## config.mk

```make
export PLATFORM = sky130hd
export DESIGN_NAME = key_debouncer_rpt
export DESIGN_NICKNAME = d
export VERILOG_FILES = /design/src/rtl/key_db_pkg.sv /design/src/rtl/db_timer.sv /design/src/rtl/key_debouncer_rpt.sv
export SDC_FILE = /design/constraint.sdc
export NUM_CORES = 1
export LEC_CHECK = 0
export CORE_ASPECT_RATIO = 0.5
export CORE_MARGIN = 2
export CORE_UTILIZATION = 35
export CTS_BUF_LIST = sky130_fd_sc_hd__clkbuf_8
export CTS_CLUSTER_DIAMETER = 50
export DETAILED_ROUTE_END_ITERATION = 12
export GPL_ROUTABILITY_DRIVEN = 1
export RECOVER_POWER = 50
export SLEW_MARGIN = 5
export SYNTH_ARGS = -nofsm -noshare
export SYNTH_HDL_FRONTEND = slang
export SYNTH_SLANG_ARGS = --single-unit
```

## constraint.sdc

```tcl
create_clock -name clk -period 1.71 [get_ports clk]
set_clock_uncertainty 0.05 [all_clocks]
set_input_delay 0.2565 -clock clk [delete_from_list [all_inputs] [get_ports clk]]
set_output_delay 0.2565 -clock clk [all_outputs]
set_load 0.1 [all_outputs]
```

## src/rtl/key_db_pkg.sv

```systemverilog
// Shared types and default timing constants for the keypad debouncer.
// Defaults assume a 48 MHz system clock.
package key_db_pkg;

  typedef enum logic [1:0] {
    ST_IDLE       = 2'd0,
    ST_PRESS_DB   = 2'd1,
    ST_HELD       = 2'd2,
    ST_RELEASE_DB = 2'd3
  } db_state_t;

  localparam int DB_CYCLES_48M     = 960000;    // 20 ms
  localparam int HOLD_CYCLES_48M   = 24000000;  // 500 ms
  localparam int REPEAT_CYCLES_48M = 4800000;   // 100 ms

  function automatic int max3(input int a, input int b, input int c);
    int m;
    m = a;
    if (b > m) begin
      m = b;
    end else begin
      m = m;
    end
    if (c > m) begin
      m = c;
    end else begin
      m = m;
    end
    return m;
  endfunction

endpackage

```

## src/rtl/db_timer.sv

```systemverilog
// Up-counter with synchronous clear and enable; done flags equality with a
// runtime terminal value so one instance can serve several intervals.
module db_timer #(
  parameter int W = 8
) (
  input  logic         clk,
  input  logic         reset,
  input  logic         clr,
  input  logic         en,
  input  logic [W-1:0] term,
  output logic         done
);

  logic [W-1:0] cnt_r;

  // Counter register: clear wins over enable.
  always_ff @(posedge clk or negedge reset) begin
    if (!reset) begin
      cnt_r <= {W{1'b0}};
    end else if (clr) begin
      cnt_r <= {W{1'b0}};
    end else if (en) begin
      cnt_r <= cnt_r + {{(W-1){1'b0}}, 1'b1};
    end else begin
      cnt_r <= cnt_r;
    end
  end

  assign done = (cnt_r == term);

endmodule

```

## src/rtl/key_debouncer_rpt.sv

```systemverilog
// Keypad debouncer: confirms a stable key code, emits press/release strobes
// and an optional auto-repeat stream while the key stays down.
module key_debouncer_rpt
  import key_db_pkg::*;
#(
  parameter int WIDTH         = 4,
  parameter int DB_CYCLES     = DB_CYCLES_48M,
  parameter int HOLD_CYCLES   = HOLD_CYCLES_48M,
  parameter int REPEAT_CYCLES = REPEAT_CYCLES_48M,
  parameter bit REPEAT_EN     = 1'b1
) (
  input  logic             clk,
  input  logic             reset,
  input  logic             key_pressed,
  input  logic [WIDTH-1:0] code_in,
  output logic [WIDTH-1:0] code_out,
  output logic             press_pulse,
  output logic             repeat_pulse,
  output logic             release_pulse,
  output logic             held
);

  localparam int CNT_W = $clog2(max3(DB_CYCLES, HOLD_CYCLES, REPEAT_CYCLES)) + 1;
  localparam logic [CNT_W-1:0] DB_TERM   = CNT_W'(DB_CYCLES - 1);
  localparam logic [CNT_W-1:0] HOLD_TERM = CNT_W'(HOLD_CYCLES - 1);
  localparam logic [CNT_W-1:0] REP_TERM  = CNT_W'(REPEAT_CYCLES - 1);

  db_state_t        state_r, state_nxt_s;
  logic [WIDTH-1:0] cand_r;
  logic             rep_phase_r;

  logic             db_clr_s, db_en_s, db_done_s;
  logic             hold_clr_s, hold_en_s, hold_done_s;
  logic [CNT_W-1:0] hold_term_s;
  logic             cand_ld_s, phase_set_s;
  logic             press_s, repeat_s, release_s, held_s;

  logic [WIDTH-1:0] code_out_r;
  logic             press_r, repeat_r, release_r, held_r;

  assign hold_term_s = rep_phase_r ? REP_TERM : HOLD_TERM;

  db_timer #(.W(CNT_W)) u_db_timer (
    .clk   (clk),
    .reset (reset),
    .clr   (db_clr_s),
    .en    (db_en_s),
    .term  (DB_TERM),
    .done  (db_done_s)
  );

  db_timer #(.W(CNT_W)) u_hold_timer (
    .clk   (clk),
    .reset (reset),
    .clr   (hold_clr_s),
    .en    (hold_en_s),
    .term  (hold_term_s),
    .done  (hold_done_s)
  );

  // State register.
  always_ff @(posedge clk or negedge reset) begin
    if (!reset) begin
      state_r <= ST_IDLE;
    end else begin
      state_r <= state_nxt_s;
    end
  end

  // Next-state and counter control.
  always_comb begin
    state_nxt_s = state_r;
    db_clr_s    = 1'b0;
    db_en_s     = 1'b0;
    hold_clr_s  = 1'b0;
    hold_en_s   = 1'b0;
    cand_ld_s   = 1'b0;
    phase_set_s = 1'b0;
    press_s     = 1'b0;
    repeat_s    = 1'b0;
    release_s   = 1'b0;
    case (state_r)
      ST_IDLE: begin
        db_clr_s = 1'b1;
        if (key_pressed) begin
          state_nxt_s = ST_PRESS_DB;
          cand_ld_s   = 1'b1;
        end else begin
          state_nxt_s = ST_IDLE;
        end
      end
      ST_PRESS_DB: begin
        if (!key_pressed) begin
          state_nxt_s = ST_IDLE;
          db_clr_s    = 1'b1;
        end else if (code_in != cand_r) begin
          cand_ld_s = 1'b1;
          db_clr_s  = 1'b1;
        end else if (db_done_s) begin
          state_nxt_s = ST_HELD;
          press_s     = 1'b1;
          db_clr_s    = 1'b1;
          hold_clr_s  = 1'b1;
        end else begin
          db_en_s = 1'b1;
        end
      end
      ST_HELD: begin
        db_clr_s = 1'b1;
        if (!key_pressed) begin
          state_nxt_s = ST_RELEASE_DB;
        end else begin
          hold_en_s = REPEAT_EN;
        end
      end
      ST_RELEASE_DB: begin
        // Returning to HELD counts as a held cycle so the repeat schedule
        // slips by exactly the number of low cycles.
        if (key_pressed) begin
          state_nxt_s = ST_HELD;
          db_clr_s    = 1'b1;
          hold_en_s   = REPEAT_EN;
        end else if (db_done_s) begin
          state_nxt_s = ST_IDLE;
          release_s   = 1'b1;
          db_clr_s    = 1'b1;
        end else begin
          db_en_s = 1'b1;
        end
      end
      default: begin
        state_nxt_s = ST_IDLE;
        db_clr_s    = 1'b1;
      end
    endcase

    if (hold_en_s && hold_done_s) begin
      repeat_s    = 1'b1;
      hold_clr_s  = 1'b1;
      phase_set_s = 1'b1;
    end else begin
      repeat_s = 1'b0;
    end

    held_s = (state_nxt_s == ST_HELD) || (state_nxt_s == ST_RELEASE_DB);
  end

  // Candidate code and repeat-phase tracking.
  always_ff @(posedge clk or negedge reset) begin
    if (!reset) begin
      cand_r      <= {WIDTH{1'b0}};
      rep_phase_r <= 1'b0;
    end else begin
      if (cand_ld_s) begin
        cand_r <= code_in;
      end else begin
        cand_r <= cand_r;
      end
      if (press_s) begin
        rep_phase_r <= 1'b0;
      end else if (phase_set_s) begin
        rep_phase_r <= 1'b1;
      end else begin
        rep_phase_r <= rep_phase_r;
      end
    end
  end

  // Registered outputs.
  always_ff @(posedge clk or negedge reset) begin
    if (!reset) begin
      code_out_r <= {WIDTH{1'b1}};
      press_r    <= 1'b0;
      repeat_r   <= 1'b0;
      release_r  <= 1'b0;
      held_r     <= 1'b0;
    end else begin
      if (press_s) begin
        code_out_r <= cand_r;
      end else begin
        code_out_r <= code_out_r;
      end
      press_r   <= press_s;
      repeat_r  <= repeat_s;
      release_r <= release_s;
      held_r    <= held_s;
    end
  end

  assign code_out      = code_out_r;
  assign press_pulse   = press_r;
  assign repeat_pulse  = repeat_r;
  assign release_pulse = release_r;
  assign held          = held_r;

endmodule

```

==> results of run 1 <==
[routing by layer]
metal / track usage (%) / part of all wire (%)
met1: 20.4 / 45
met3: 4.82 / 3.6
met2: 27.8 / 49
met4: 6.27 / 2.1
met5: 0 / 0
[cell families (layout without fill, tap and decap cells)]
| kind of cell | Yosys count | after routing | share of synthesized area (%) |
|---|---|---|---|
| AOI/OAI and AO/OA | 6 | 6 | 1.97 |
| adders and majority gates | 2 | 2 | 0.743 |
| DFF | 67 | 67 | 50.0 |
| buffers and inverters | 14 | 132 | 2.64 |
| xor gates and xnor gates | 54 | 54 | 14.1 |
| and+or+nand+nor | 178 | 178 | 28.0 |
| muxes | 8 | 8 | 2.68 |
[worst max-delay path, stage by stage, from the launching register on]
cell and delay [ns]:
dfrtp_1 0.39, xor2_1 0.18, nor4_2 0.37, nand2_2 0.14
a211o_1 0.32, buf_12 0.17, nor2_1 0.10
[synth_stat cells (2+ instances only)]
library cell	instances
nor3b_1	2
buf_6	4
and3_1	7
nor4b_1	2
nand2_1	23
mux2_2	8
a21oi_1	2
nand4_1	17
and2_1	3
ha_1	2
inv_1	4
dfrtp_1	63
nor2_1	68
nor4bb_1	2
nand3_1	17
buf_2	4
nand4_2	4
nor4_2	3
xnor2_1	19
nor3_1	4
and4_1	3
dfstp_2	4
nor2_2	4
xor2_1	35
nor4_1	10
[timing repair]
action,CTS,global route
pin swaps,7,10
endpoints found under the setup margin,60,61
hold buffers,1,0
buffers inserted,6,5
hold endpoints to repair,63,0
gates resized for setup,19,19
[power by group]
part	internal [mW]	leakage [nW]	total (mW)	switching [mW]
registers	1.60	0.910	1.60	0.00811
logic	0.0595	1.12	0.132	0.0723
clock network	0.778	0.116	1.37	0.593
total	2.43	2.14	3.11	0.674
[area by class of cell]
| class | count | area, um^2 |
|---|---|---|
| fill | 816 | 4520 |
| multi-input combinational | 248 | 1820 |
| sequential | 67 | 1680 |
| timing repair buffer | 112 | 993 |
| clock buffer | 12 | 165 |
| tap | 121 | 151 |
| clock inverter | 4 | 41.3 |
| inverter | 4 | 15.0 |
[sequential cells by signal (all words and copies together) (netlist names)]
name,count
press_pulse,1
held,1
state_r,2
code_out,4
u_hold_timer.cnt_r,26
rep_phase_r,1
release_pulse,1
repeat_pulse,1
cand_r,4
u_db_timer.cnt_r,26
[layout by cell type (no fill, tap or decap), types with 2 or more instances in the layout]
master and count:
and2_1 3, and3_1 6, and4_1 2, buf_12 10
buf_4 90, buf_6 4, clkbuf_8 12, clkdlybuf4s50_1 5
dfrtp_1 63, dfstp_2 4, inv_1 7, mux2_2 4
mux2_4 4, nand2_1 23, nand3_1 16, nand4_1 17
nand4_2 2, nand4_4 2, nor2_1 64, nor2_2 6
nor2_4 2, nor3_1 4, nor4_1 3, nor4_2 7
nor4_4 3, or3_4 2, xnor2_1 19, xor2_1 35
[path summary, 6_finish.rpt]
check	to	slack, ns	cells past startpoint
setup / recovery	u_db_timer.cnt_r[11]$_DFFE_PN0P_	-0.09	6
hold reg to reg	u_db_timer.cnt_r[0]$_DFFE_PN0P_	0.49	2
setup reg to reg	u_db_timer.cnt_r[11]$_DFFE_PN0P_	-0.09	6
min in group asynchronous	u_db_timer.cnt_r[22]$_DFFE_PN0P_	0.62	3
hold / removal	u_db_timer.cnt_r[0]$_DFFE_PN0P_	0.49	2
max in group asynchronous	u_db_timer.cnt_r[13]$_DFFE_PN0P_	0.37	3
[metrics by stage]
step / instance area [um^2] / utilization (%) / setup slack, ns / instances / hold slack [ns]
2_1_floorplan: 3400 / - / -0.0889 / 329 / -0.0891
3_3_place_gp: 4380 / 46.6 / -0.343 / 541 / 0.246
3_5_place_dp: 4380 / 46.6 / -0.384 / 541 / 0.255
4_1_cts: 4750 / 50.6 / -0.119 / 564 / 0.401
5_1_grt: 4860 / 51.8 / -0.208 / 568 / 0.512
6_report: 4860 / 51.8 / -0.0943 / 568 / 0.493
==> flow_metrics.tcl, run 1 <==
set metrics [dict create \
    first_pass_iters 4 \
    cp-start-kind "flop" \
    gr-usage-all-layers_pct 16.5 \
    p_per_area_mw_per_mm2 639 \
    required_ns 1.94 \
    postSynthCellCount 329 \
    core_mm2 0.00938 \
    synth_edf_count 0 \
    ys_ff_latch 67 \
    wl_per_cell_um 13.8 \
    dieHeight_um 73.3 \
    drv_slew 0 \
    crit_path_max_fanout 26 \
    cts.path.max_buffers 2 \
    drv_cap 0 \
    hpwl_um 5350 \
    dieArea_mm2 0.0105 \
    drt_iter0_drc 158 \
    synth_area_mm2 0.00337 \
    setup.worst_path.start "cand_r[3]$_DFFE_PN0P_" \
    yosysWarnings 0 \
    synthFlopType "dfrtp_1" \
    overflow 0 \
    yosysTopAreaCellShare_pct 46.8 \
    synthTopCellsByArea "dfrtp_1, xor2_1, nor2_1" \
    clk_transition_reported_paths_ns 0.07 \
    setup_violations 59 \
    min_from "u_db_timer.cnt_r[0]$_DFFE_PN0P_" \
    setup_slack_ns -0.0943 \
    vias 2808 \
    grt_pass1_vias 2849 \
    start_util_pct 35.9 \
    worstMarginPinSlew_ns 0.930 \
    status "complete, but fails checks" \
    violations "negative setup slack" \
    syn_avg_cell_area_um2 10.2 \
    cts_buffers 9 \
    rsz0062_at_grt "true" \
    netlist.top_cell.by_area "dfrtp_1" \
    fin_setup_tns_ns -4.41 \
    final_nets 451 \
    rr_startpoint "cand_r[3]$_DFFE_PN0P_" \
    io_pins 15 \
    cts.sinks 67 \
    clock_latency_ns 0.36 \
    path_class "flop to flop" \
    ant_nets 0 \
    final.min_clock_period_ns 1.80 \
    cp.arrival_ns 2.03 \
    cts_tree "yes" \
    final.period_utilization_pct 106 \
    ys_types 40 \
    place.gp.congestion 0.865 \
    syn_nets 338 \
    drc 0 \
    die_x_um 143 \
    yosysSeqAreaShare_pct 50.0 \
    leakagePower_nw 2.14 \
    vias_per_cell 4.94 \
    final_layout_size_suffix_gt1_share_pct 38.3 \
    std_cell_rows 25 \
    area_growth_pct 44.5 \
    cp-end-kind "flop" \
    grt_pass1_wl_um 13300 \
    hold_viol 0 \
    synth-async-reset-ratio_pct 100 \
    antenna_found_initial 0 \
    grt_max_degree 68 \
    htree_levels 3 \
    cts_root_buffer "clkbuf_8" \
    hold_path.class "flop to flop" \
    irDropWorstVdd_uv 288 \
    drt_wl_total_um 7850 \
    slew_headroom_pct 38.0 \
    diodes 0 \
    port-buffer-count 14 \
    fmax_mhz 554 \
    totalPowerFinal_mw 3.11 \
]
Note: power is estimated with default switching activity, not from simulation.
==> inputs of run 2 (changes only) <==
--- a/config.mk
+++ b/config.mk
@@ -5,7 +5,7 @@
 export SDC_FILE = /design/constraint.sdc
 export NUM_CORES = 1
 export LEC_CHECK = 0
-export CORE_ASPECT_RATIO = 0.5
+export CORE_ASPECT_RATIO = 2
 export CORE_MARGIN = 2
 export CORE_UTILIZATION = 35
 export CTS_BUF_LIST = sky130_fd_sc_hd__clkbuf_8
==> flow_metrics.tcl, run 2 (synthesis gave the netlist of run 1 again) <==
set metrics [dict create \
    first_pass_iters 6 \
    hold_viol 0 \
    worstMarginPinSlew_ns 0.909 \
    worst_path_max_delay_cell "dfrtp_1" \
    vias 2873 \
    drt_wl_total_um 9070 \
    cts_tree "yes" \
    antenna_found_initial 0 \
    combPwrFrac_pct 4.3 \
    cts_buffers 9 \
    irDropWorstVdd_uv 592 \
    cp_slowest_stage_delay_ns 0.42 \
    setup_violations 60 \
    swShare_pct 20.5 \
    cts_root_buffer "clkbuf_8" \
    dieHeight_um 143 \
    multi_input_area_mm2 0.00201 \
    critPathTopFamily "simple AND/OR/NAND/NOR gates" \
    drv_slew 0 \
    largestRegisters "u_db_timer.cnt_r x26, u_hold_timer.cnt_r x26" \
    grt_max_degree 68 \
    drt_iter0_drc 130 \
    cts.path.max_buffers 2 \
    grt_pass1_vias 3014 \
    clock_latency_ns 0.36 \
    crit_chain "nor4_4 > and3_4 > nand4_4 > nor2_4 > mux2_4" \
    io_pins 15 \
    p_per_area_mw_per_mm2 668 \
    hpwl_um 5660 \
    std_cell_rows 50 \
    final_cell_mix "buf_4, dfrtp_1, nor2_1" \
    dieArea_mm2 0.0105 \
    clk_transition_reported_paths_ns 0.07 \
    diodes 0 \
    path_class "flop to flop" \
    cp-end-kind "flop" \
    place.gp.congestion 0.826 \
    die_x_um 73.3 \
    overflow 0 \
    hold_ws_ns 0.523 \
    final_layout_size_suffix_gt1_share_pct 45.5 \
    seq_area_mm2 0.00168 \
    num-fill-cells 786 \
    crit_buf_inv 0 \
    cp-start-kind "flop" \
    core_mm2 0.00938 \
    fin_setup_tns_ns -9.56 \
    final.min_clock_period_ns 1.94 \
    violations "negative setup slack" \
    start_util_pct 35.9 \
    place_ws_ns -0.577 \
    ant_nets 0 \
    final_nets 461 \
    area_growth_pct 53.9 \
    setup_slack_ns -0.229 \
    vias_per_cell 5.12 \
    cp.arrival_ns 2.17 \
    drv_cap 0 \
    p_int_mw 2.75 \
    seqPwrFrac_pct 46.4 \
    hold_path.class "input port to flop" \
    wl_per_cell_um 16.2 \
    final_common_cell "buf_4" \
    totalPowerFinal_mw 3.46 \
    rsz0062_at_grt "true" \
    htree_levels 3 \
    slew_headroom_pct 39.4 \
    status "complete, but fails checks" \
    port-buffer-count 14 \
    grt_pass1_wl_um 14200 \
    p_sw_mw 0.710 \
    leakagePower_nw 2.20 \
    p_clk_share_pct 49.3 \
    gr-usage-all-layers_pct 17.9 \
    fmax_mhz 516 \
    drc 0 \
    required_ns 1.94 \
    crit_path_max_fanout 6 \
    final.period_utilization_pct 113 \
    cts.sinks 67 \
]
run 2: changes by cell type in the layout (fill, tap and decap cells not counted), moves of 3 or more:
| cell | delta |
|---|---|
| nor2_1 | -25 |
| nor2_4 | +22 |
| buf_4 | +6 |
| inv_1 | -3 |
| nor2_2 | +3 |
run 2: stage by stage:
stage / instance area [um^2] / instances / utilization (%)
floorplan: 3400 / 329 / -
global placement: 4360 / 526 / 46.4
detailed placement: 4360 / 526 / 46.4
CTS: 4820 / 553 / 51.3
global route: 5180 / 561 / 55.2
finish: 5180 / 561 / 55.2
run 2: metal layers:
layer	vias up	share of wire [%]	routed length (um)	GRT usage [%]
met2	57	59	5310	32.6
li1	1378	-	-	-
met1	1411	35	3170	18.5
met3	27	3.0	270	3.74
met4	0	3.5	313	9.47
met5	-	0	0	0
run 2: power by group through the flow:
stage	Sequential (mW)	Clock [mW]	Combinational, mW
after floorplan	1.63	0	0.0411
after global placement	1.63	0	0.125
after detailed placement	1.63	0	0.128
after CTS	1.60	1.75	0.136
after global routing	1.60	1.82	0.166
final	1.60	1.71	0.148
run 2: final cells by class:
class,instances,area share (%)
inverter,4,0.290
timing repair buffer,119,20.9
multi-input combinational,251,38.8
clock inverter,4,1.84
sequential,67,32.5
tap,104,2.51
clock buffer,12,3.19
run 2: path summary, 6_finish.rpt:
path | to | slack [ns] | startpoint | cells past startpoint
setup / recovery | code_out[0]$_DFFE_PN1P_ | -0.23 | u_db_timer.cnt_r[21]$_DFFE_PN0P_ | 5
hold / removal | cand_r[1]$_DFFE_PN0P_ | 0.52 | code_in[1] | 2
setup reg to reg | code_out[0]$_DFFE_PN1P_ | -0.23 | u_db_timer.cnt_r[21]$_DFFE_PN0P_ | 5
hold reg to reg | u_db_timer.cnt_r[0]$_DFFE_PN0P_ | 0.53 | u_db_timer.cnt_r[0]$_DFFE_PN0P_ | 2
max in group asynchronous | cand_r[2]$_DFFE_PN0P_ | 0.38 | reset | 3
min in group asynchronous | u_db_timer.cnt_r[10]$_DFFE_PN0P_ | 0.63 | reset | 3
run 2: timing repair:
| item | CTS | global route |
|---|---|---|
| pin swaps | 22 | 16 |
| gates resized for setup | 18 | 62 |
| hold endpoints to repair | 63 | 0 |
| endpoints found under the setup margin | 61 | 62 |
| setup buffers | 7 | 5 |
| hold buffers | 1 | 0 |
| cloned | 3 | 3 |
run 2: worst register-to-register path, delay by kind of cell, from the launching register on:
family           cells  cell delay, ns
flip-flops           1            0.42
multiplexers         1            0.33
AND/OR/NAND/NOR      4            1.07
